[src/rtl/csa_pkg.sv]
// Shared definitions for the CSA transmit path.
// CSA_W        : width of one CSA word (32 data bits plus the SOP flag)
// CSA_SOP_BIT  : position of the start-of-frame flag inside a word
// CSA_*_WORDS  : frame geometry (the SOP word plus 8 header words, then 47 TS payload words)
// csa_sched_state_t : state encoding of the csa_tx_sched arbiter FSM
package csa_pkg;

  localparam int CSA_W           = 33;
  localparam int CSA_SOP_BIT     = 32;
  localparam int CSA_HDR_WORDS   = 9;
  localparam int CSA_TS_WORDS    = 47;
  localparam int CSA_FRAME_WORDS = CSA_HDR_WORDS + CSA_TS_WORDS;

  typedef enum logic [1:0] {
    ST_IDLE = 2'd0,
    ST_XFER = 2'd1,
    ST_GAP  = 2'd2
  } csa_sched_state_t;

endpackage

[src/rtl/csa_rr_pick.sv]
// Combinational round-robin picker.
// req     : request vector, one bit per requester
// last    : index of the requester served most recently
// gnt_oh  : one-hot grant (all zero when no request)
// gnt_idx : index of the granted requester (0 when no request)
// gnt_any : at least one request present
// The search starts at last+1 and wraps modulo N_REQ, so 'last' itself
// is considered only after every other requester.
module csa_rr_pick #(
  parameter int N_REQ = 4
) (
  input  logic [N_REQ-1:0]         req,
  input  logic [$clog2(N_REQ)-1:0] last,
  output logic [N_REQ-1:0]         gnt_oh,
  output logic [$clog2(N_REQ)-1:0] gnt_idx,
  output logic                     gnt_any
);

  localparam int IDX_W = $clog2(N_REQ);

  logic [IDX_W-1:0] cand;

  always_comb begin
    gnt_oh  = '0;
    gnt_idx = '0;
    gnt_any = 1'b0;
    cand    = '0;
    for (int i = 1; i <= N_REQ; i++) begin
      cand = IDX_W'((int'(last) + i) % N_REQ);
      if (!gnt_any && req[cand]) begin
        gnt_any      = 1'b1;
        gnt_idx      = cand;
        gnt_oh[cand] = 1'b1;
      end
    end
  end

endmodule

[src/rtl/csa_tx_sched.sv]
// Frame-atomic round-robin scheduler feeding one csa_tx scrambler.
// clk_main     : system clock
// rst          : synchronous active-high reset
// in_valid     : per-requester word valid
// in_data      : per-requester 33-bit word, requester r at [33r+32:33r], bit 32 = SOP
// in_last      : per-requester final-word flag
// in_ready     : per-requester accept (combinational)
// csa_data     : registered word towards csa_tx.ts_in_csa
// csa_en       : registered enable towards csa_tx.en_in_csa
// grant_id     : requester owning the current or last frame
// err_underrun : pulse, frame aborted (valid gap or SOP inside a frame)
// err_length   : pulse, frame cut at FRAME_WORDS
// err_sop      : pulse, non-SOP word discarded while idle
module csa_tx_sched
  import csa_pkg::*;
#(
  parameter int N_REQ       = 4,
  parameter int FRAME_WORDS = 56,
  parameter int GAP_CYCLES  = 2
) (
  input  logic                     clk_main,
  input  logic                     rst,
  input  logic [N_REQ-1:0]         in_valid,
  input  logic [N_REQ*CSA_W-1:0]   in_data,
  input  logic [N_REQ-1:0]         in_last,
  output logic [N_REQ-1:0]         in_ready,
  output logic [CSA_W-1:0]         csa_data,
  output logic                     csa_en,
  output logic [$clog2(N_REQ)-1:0] grant_id,
  output logic                     err_underrun,
  output logic                     err_length,
  output logic                     err_sop
);

  localparam int IDX_W = $clog2(N_REQ);
  localparam int CNT_W = $clog2(FRAME_WORDS + 1);

  csa_sched_state_t state;
  logic [IDX_W-1:0] last_grant;
  logic [N_REQ-1:0] grant_oh;
  logic [CNT_W-1:0] word_cnt;
  logic [3:0]       gap_cnt;

  logic [N_REQ-1:0] sop_vec_p0;
  logic [N_REQ-1:0] cand_p0;
  logic [N_REQ-1:0] discard_p0;
  logic [CSA_W-1:0] sel_word_p0;
  logic             sel_vld_p0;
  logic             sel_last_p0;
  logic [N_REQ-1:0] pick_oh;
  logic [IDX_W-1:0] pick_idx;
  logic             pick_any;

  // ---- stage p0: request decode and granted-requester mux ----
  always_comb begin
    sop_vec_p0  = '0;
    sel_word_p0 = '0;
    sel_vld_p0  = 1'b0;
    sel_last_p0 = 1'b0;
    for (int r = 0; r < N_REQ; r++) begin
      sop_vec_p0[r] = in_data[r*CSA_W + CSA_SOP_BIT];
      if (grant_oh[r]) begin
        sel_word_p0 = in_data[r*CSA_W +: CSA_W];
        sel_vld_p0  = in_valid[r];
        sel_last_p0 = in_last[r];
      end
    end
    cand_p0    = in_valid & sop_vec_p0;
    discard_p0 = in_valid & ~sop_vec_p0;
  end

  csa_rr_pick #(
    .N_REQ (N_REQ)
  ) u_pick (
    .req     (cand_p0),
    .last    (last_grant),
    .gnt_oh  (pick_oh),
    .gnt_idx (pick_idx),
    .gnt_any (pick_any)
  );

  // Idle discards stray non-SOP words so a stalled tail cannot block arbitration.
  always_comb begin
    in_ready = '0;
    if (!rst) begin
      case (state)
        ST_IDLE: in_ready = discard_p0;
        ST_XFER: in_ready = grant_oh;
        default: in_ready = '0;
      endcase
    end
  end

  // ---- stage p1: FSM and registered output word ----
  always_ff @(posedge clk_main) begin
    if (rst) begin
      state        <= ST_IDLE;
      last_grant   <= IDX_W'(N_REQ - 1);
      grant_id     <= '0;
      grant_oh     <= '0;
      word_cnt     <= '0;
      gap_cnt      <= '0;
      csa_en       <= 1'b0;
      csa_data     <= '0;
      err_underrun <= 1'b0;
      err_length   <= 1'b0;
      err_sop      <= 1'b0;
    end else begin
      csa_en       <= 1'b0;
      err_underrun <= 1'b0;
      err_length   <= 1'b0;
      err_sop      <= 1'b0;
      case (state)
        ST_IDLE: begin
          err_sop  <= |discard_p0;
          word_cnt <= '0;
          if (pick_any) begin
            grant_id <= pick_idx;
            grant_oh <= pick_oh;
            state    <= ST_XFER;
          end
        end
        ST_XFER: begin
          if (sel_vld_p0) begin
            csa_data <= sel_word_p0;
            csa_en   <= 1'b1;
            word_cnt <= word_cnt + CNT_W'(1);
            // A second SOP means the requester restarted; the word still goes out.
            if (sel_word_p0[CSA_SOP_BIT] && word_cnt != '0) begin
              err_underrun <= 1'b1;
              state        <= ST_GAP;
            end else if (sel_last_p0) begin
              state <= ST_GAP;
            end else if (word_cnt == CNT_W'(FRAME_WORDS - 1)) begin
              err_length <= 1'b1;
              state      <= ST_GAP;
            end
          end else if (word_cnt != '0) begin
            // Before the SOP is taken a missing valid is just a wait.
            err_underrun <= 1'b1;
            state        <= ST_GAP;
          end
        end
        ST_GAP: begin
          last_grant <= grant_id;
          if (gap_cnt == 4'(GAP_CYCLES - 1)) begin
            gap_cnt <= '0;
            state   <= ST_IDLE;
          end else begin
            gap_cnt <= gap_cnt + 4'd1;
          end
        end
        default: state <= ST_IDLE;
      endcase
    end
  end

endmodule

[config.mk]
export PLATFORM = sky130hd
export DESIGN_NAME = csa_tx_sched
export DESIGN_NICKNAME = d
export VERILOG_FILES = /design/src/rtl/csa_pkg.sv /design/src/rtl/csa_rr_pick.sv /design/src/rtl/csa_tx_sched.sv
export SDC_FILE = /design/constraint.sdc
export NUM_CORES = 1
export LEC_CHECK = 0
export ABC_AREA = 1
export CELL_PAD_IN_SITES_DETAIL_PLACEMENT = 1
export CELL_PAD_IN_SITES_GLOBAL_PLACEMENT = 1
export CORE_MARGIN = 2
export CORE_UTILIZATION = 30
export CTS_BUF_LIST = sky130_fd_sc_hd__clkbuf_4
export CTS_CLUSTER_SIZE = 24
export DETAILED_ROUTE_END_ITERATION = 6
export MAX_ROUTING_LAYER = met4
export PLACE_DENSITY_LB_ADDON = 0.1
export SKIP_CTS_REPAIR_TIMING = 1
export SLEW_MARGIN = 10
export SYNTH_ARGS = -nofsm -noshare
export SYNTH_HDL_FRONTEND = slang
export SYNTH_HIERARCHICAL = 1
export SYNTH_SLANG_ARGS = --single-unit
[constraint.sdc]
create_clock -name clk_main -period 5.05 [get_ports clk_main]
set_input_delay 0.7575 -clock clk_main [delete_from_list [all_inputs] [get_ports clk_main]]
set_output_delay 0.7575 -clock clk_main [all_outputs]
set_load 0.02 [all_outputs]
==> results.yml, run 1 <==
run_status:
  status: "complete, no violations"
yosys:
  synth.avg_cell_area_um2: 6.66
  synth_flop_cell: "dfxtp_1"
  synth_warnings: 6
  yosysUniqueCellTypes: 34
  synthArstFlopShare_pct: 0
  synthCells: 559
  syn-num-nets: 711
  ys_seq_elements: 57
  seq_area_frac_synth_pct: 30.7
  syn-cell-area_um2: 3720
  synth_edf_count: 0
worst_hold_path:
  min_delay_path_depth: 2
  hold_class: "flip-flop to flip-flop"
route:
  vias_per_cell: 5.16
  vias: 4619
  ant_nets: 0
  drtIter0Drc: 194
  first_pass_iters: 4
  drt-total-wl_um: 15600
  drc_errors: 0
  wl_per_cell_um: 17.5
grt:
  grt_pass1_vias: 4862
  grt_util_met2_pct: 42.0
  grtUsageMet3_pct: 4.27
  grt_max_degree: 50
  grt_overflow: 0
  antenna_found_initial: 0
  grt_util_all_layers_pct: 24.2
  met1_usage_pct: 27.9
  grt_busiest_layer: "met2"
  grt_pass1_wl_um: 24400
critical_path:
  worstSetupPathType: "flip-flop to output port"
  path_cells: "inv_4 -> o22ai_1 -> clkdlybuf4s50_1"
  critPathMaxFanout: 36
  cpPeakStageDelay_ns: 0.93
  required_ns: 4.29
  cp.depth: 3
  reg2reg_depth: 11
  start_kind: "flip-flop"
  cp.arrival_ns: 2.64
  endpoint_kind: "output port"
  cp_slowest_cell: "dfxtp_1"
  critical_path.top_delay_family: "buffers and inverters"
  cp_num_buf_inv: 2
sta:
  fmax_ghz: 0.295
  setup_viol: 0
  fin_crit_ns: 3.39
  finalCritPeriodShare_pct: 67.2
  fin_hold_ws_ns: 0.471
  tns_ns: 0
  slew_violations: 0
  finClkSkew_ns: 0.00705
  slew_headroom_pct: 39.5
  final_hold_viol_count: 0
  worstMarginPinSlew_ns: 0.906
  rsz0062_at_grt: "no"
cts:
  htree_levels: 3
  root_buffer: "clkbuf_4"
  tritoncts: "built"
  numCtsBuffers: 9
  cts_buffer_depth: 2
  cts_num_sinks: 57
  clkLatencyLatePin_ns: 0.43
  clk_pin_slew_worst_paths_ns: 0.11
die:
  fp.dieW_um: 115
  coreArea_um2: 12100
  ios: 185
  die_h_um: 115
  initial_core_util_pct: 30.9
  rows: 40
  dieArea_um2: 13300
placement:
  io_buffers: 184
  dp_hpwl_um: 11600
  place_area_um2: 5630
  place.gp.congestion: 0.906
job:
  max_cap_viol_count: 0
layout:
  antenna_cells: 0
  drive_gt1_share_pct: 5.49
  fin_nets: 875
  fin_area_um2: 5800
  syn_to_final_growth_pct: 55.9
power_and_ir_drop:
  peakVddDrop_uv: 145
  p_leak_nw: 2.38
  total_power_mw: 2.68
  p_per_area_nw_per_um2: 461
## power breakdown
group	switching [mW]	total [mW]	internal, mW
sequential	0.122	0.690	0.568
combinational	0.950	1.55	0.600
clock	0.190	0.436	0.246
## path summary, 6_finish.rpt
kind,startpoint,endpoint,slack [ns]
worst min register to register,word_cnt[5]$_SDFFE_PP0P_,word_cnt[5]$_SDFFE_PP0P_,0.47
worst max register to register,grant_oh[2]$_SDFFE_PP0P_,word_cnt[1]$_SDFFE_PP0P_,1.78
worst min-delay path,word_cnt[5]$_SDFFE_PP0P_,word_cnt[5]$_SDFFE_PP0P_,0.47
worst max-delay path,grant_oh[2]$_SDFFE_PP0P_,in_ready[2],1.66
## cell usage in the layout, fill, tap and decap left out, drive strengths merged, types with 5 or more instances in the layout
| master | netlist | final |
|---|---|---|
| a21oi | 121 | 121 |
| nand3 | 32 | 32 |
| clkbuf | 24 | 9 |
| inv | 42 | 42 |
| nand2 | 131 | 131 |
| buf | 12 | 5 |
| o211ai | 32 | 32 |
| ha | 10 | 10 |
| clkinv | 1 | 5 |
| dfxtp | 57 | 57 |
| nor2 | 24 | 24 |
| nand4 | 8 | 8 |
| a21boi | 5 | 5 |
| o21ai | 46 | 46 |
| clkdlybuf4s50 | 0 | 184 |
## area by class of cell
type / count / area, µm²
repair buffers: 189 / 1880
clock inverters: 7 / 109
well taps: 168 / 210
multi-input cells: 423 / 2220
flip-flops and latches: 57 / 1140
clock buffers: 9 / 67.6
inverters: 43 / 171
fillers: 1543 / 6260
## registers in the layout (all words and copies together) (netlist names)
name,cells
csa_data,33
csa_en,1
err_length,1
err_sop,1
err_underrun,1
gap_cnt,4
grant_id,2
grant_oh,4
last_grant,2
state,2
word_cnt,6
## synthesized netlist by cell type, types with 2 or more instances
library cell / count / area [µm²]
o211ai_1: 32 / 240
nand4_1: 8 / 50.1
nand2_1: 123 / 462
nand3_1: 30 / 150
clkbuf_1: 24 / 90.1
a21boi_0: 5 / 37.5
nand2_4: 3 / 33.8
inv_1: 36 / 135
ha_1: 10 / 125
nand3_4: 2 / 35.0
a21oi_1: 121 / 606
dfxtp_1: 57 / 1140
buf_2: 4 / 20.0
buf_6: 6 / 67.6
o21ai_1: 6 / 30.0
nand2_2: 5 / 31.3
buf_1: 2 / 7.51
o21ai_0: 40 / 200
xor2_1: 3 / 26.3
nor2_1: 21 / 78.8
o22ai_1: 4 / 25.0
inv_2: 4 / 15.0
nor2_4: 2 / 22.5
## per-layer routing
metal | vias up | routed length, µm
li1 | 2257 | -
met1 | 2214 | 6590
met2 | 127 | 8000
met5 | - | 0
met3 | 21 | 736
met4 | 0 | 315
## logic make-up (layout without fill, tap and decap cells)
logic type,Yosys count,after routing,synth area share [%]
AOI/OAI and AO/OA,212,212,31.5
xor gates and xnor gates,3,3,0.706
adders and majority gates,10,10,3.36
buffers and inverters,79,248,9.58
DFF,57,57,30.7
and+or+nand+nor,198,198,24.2
## worst min-delay path, cell delays in order, from the launching register on
cell     delay, ns
dfxtp_1       0.33
nand2_1       0.06
a21oi_1       0.05
## through the flow
step | worst slack (ns) | util [%] | cells
6_report | 1.66 | 48.1 | 896
5_1_grt | 1.47 | 48.1 | 896
4_1_cts | 1.59 | 48.1 | 896
3_5_place_dp | 1.76 | 46.6 | 880
3_3_place_gp | 1.83 | 46.6 | 880
2_1_floorplan | 2.67 | - | 559
Power figures use the tool's default switching activity.
==> inputs of run 2 (changes only) <==
- CORE_UTILIZATION: 30 -> 25
- clock period: 5.05 -> 2.8 ns (I/O delays scaled with it)
==> run 2 against run 1 <==
First-iteration DRC count shrank 5.7%. Sequential power grew 70%. Worst setup slack lost 1.3 ns. Global-route usage shrank 2.3 points. Via count grew 0.65%. Total power grew 79%. Register-to-register slack lost 1.3 ns. Utilization shrank 7.8 points. Die area grew 19%. Non-clock buffer count grew 9. Count of clock-buffer cells in the layout is the same.
==> results.yml, run 2 (synthesized netlist as in run 1, its figures left out) <==
critical_path:
  worstSetupPathType: "flip-flop to output port"
  cp_slowest_cell: "clkdlybuf4s50_1"
  reg2reg_depth: 11
  endpoint_kind: "output port"
  cpPeakStageDelay_ns: 0.64
  required_ns: 2.38
  critPathMaxFanout: 5
  path_cells: "nor2_1 -> nand2_1 -> o22ai_1 -> clkdlybuf4s50_1"
  start_kind: "flip-flop"
  cp.arrival_ns: 2.03
route:
  wl_met2_um: 9110
  drtIter0Drc: 183
  drt-total-wl_um: 17100
  vias: 4649
  met3_length_um: 811
  first_pass_iters: 4
  highest_layer: "met4"
  ant_nets: 0
  vias_per_cell: 5.05
  wl_per_cell_um: 18.5
  wl_met1_um: 6820
  drc_errors: 0
power_and_ir_drop:
  swShare_pct: 49.3
  power_frac_comb_pct: 62.7
  peakVddDrop_uv: 325
  p_int_mw: 2.44
  netSwitchingPower_mw: 2.36
  total_power_mw: 4.80
  power_frac_seq_pct: 24.3
  p_per_area_nw_per_um2: 820
  clock_power_share_pct: 12.9
  p_leak_nw: 2.40
grt:
  grt_overflow: 0
  grt_pass1_vias: 4961
  grt_util_all_layers_pct: 21.8
  antenna_found_initial: 1
  grt_pass1_wl_um: 26200
  grt_max_degree: 50
die:
  coreArea_um2: 14500
  ios: 185
  fp.dieW_um: 126
  initial_core_util_pct: 25.6
  die_h_um: 126
  rows: 44
  dieArea_um2: 15900
layout:
  final_common_cell: "clkdlybuf4s50_1"
  top_register: "csa_data"
  drive_gt1_share_pct: 6.66
  layout_common_cells: "184 x clkdlybuf4s50_1, 123 x nand2_1, 121 x a21oi_1"
  largest_reg_flops: 33
  syn_to_final_growth_pct: 57.4
  fillers: 1829
  fin_nets: 884
  seqCellArea_um2: 1140
  multi_input_area_um2: 2220
  top_regs: "csa_data: 33 flops, word_cnt: 6 flops"
sta:
  setup_viol: 0
  slew_headroom_pct: 66.8
  worstMarginPinSlew_ns: 0.498
  finClkSkew_ns: 0.0172
  final_hold_viol_count: 0
  finalCritPeriodShare_pct: 87.4
  rsz0062_at_grt: "no"
  tns_ns: 0
  fmax_ghz: 0.409
  slew_violations: 0
  fin_ws_ns: 0.353
  fin_crit_ns: 2.45
  fin_hold_ws_ns: 0.479
run_status:
  status: "complete, no violations"
worst_hold_path:
  min_delay_path_depth: 2
  hold_class: "flip-flop to flip-flop"
cts:
  clk_pin_slew_worst_paths_ns: 0.11
  root_buffer: "clkbuf_4"
  cts_buffer_depth: 2
  numCtsBuffers: 9
  tritoncts: "built"
  htree_levels: 3
  cts_num_sinks: 57
  clkLatencyLatePin_ns: 0.44
placement:
  place.gp.congestion: 0.832
  detailedPlace.worstSlack_ns: 0.276
  io_buffers: 184
  dp_hpwl_um: 12500
job:
  max_cap_viol_count: 0
## run 2: cell types whose count changed in the layout (fill, tap and decap cells not counted)
cell | before | now
diode_2 | 0 | 1
clkinv_1 | 2 | 1
buf_12 | 0 | 1
buf_4 | 5 | 13
clkinvlp_4 | 0 | 2
bufinv_16 | 3 | 1
## run 2: final timing paths
path / start / to / slack (ns)
setup / recovery: state[0]$_SDFFE_PP0P_ / in_ready[2] / 0.35
hold / removal: word_cnt[5]$_SDFFE_PP0P_ / word_cnt[5]$_SDFFE_PP0P_ / 0.48
setup reg to reg: last_grant[0]$_SDFFE_PP1N_ / grant_oh[0]$_SDFFE_PP0P_ / 0.53
hold reg to reg: word_cnt[5]$_SDFFE_PP0P_ / word_cnt[5]$_SDFFE_PP0P_ / 0.48
## run 2: power groups by stage
stage	logic, mW	registers (mW)	clock network (mW)
final	3.01	1.17	0.620
after global routing	3.34	1.20	0.681
after CTS	3.04	1.17	0.648
after detailed placement	3.03	1.18	0
after global placement	2.99	1.17	0
after floorplan	1.71	1.34	0
## run 2: metal layers
layer,vias to the layer above,track usage (%)
met5,-,-
met4,0,6.27
met3,23,4.89
met2,139,40.3
met1,2220,23.3
li1,2267,-
## run 2: cell type report
cell class              instances  area share [%]
well taps                     184            3.93
flip-flops and latches         57            19.5
repair buffers                198            33.5
multi-input cells             423            38.0
clock buffers                   9            1.15
inverters                      43            2.93
diodes                          1          0.0427
clock inverters                 6            1.03
## run 2: critical path: cells and delay by family, from the launching register on
kind	cells	cell delay, ns
AOI/OAI and AO/OA	1	0.18
DFF	1	0.34
and+or+nand+nor	2	0.43
buffers and inverters	1	0.64
## run 2: stage by stage
step | utilization [%] | area [µm²] | instances
finish | 40.3 | 5860 | 921
global route | 40.3 | 5860 | 921
CTS | 40.3 | 5850 | 920
detailed placement | 39.4 | 5730 | 905
global placement | 39.4 | 5730 | 905
floorplan | - | 3720 | 559
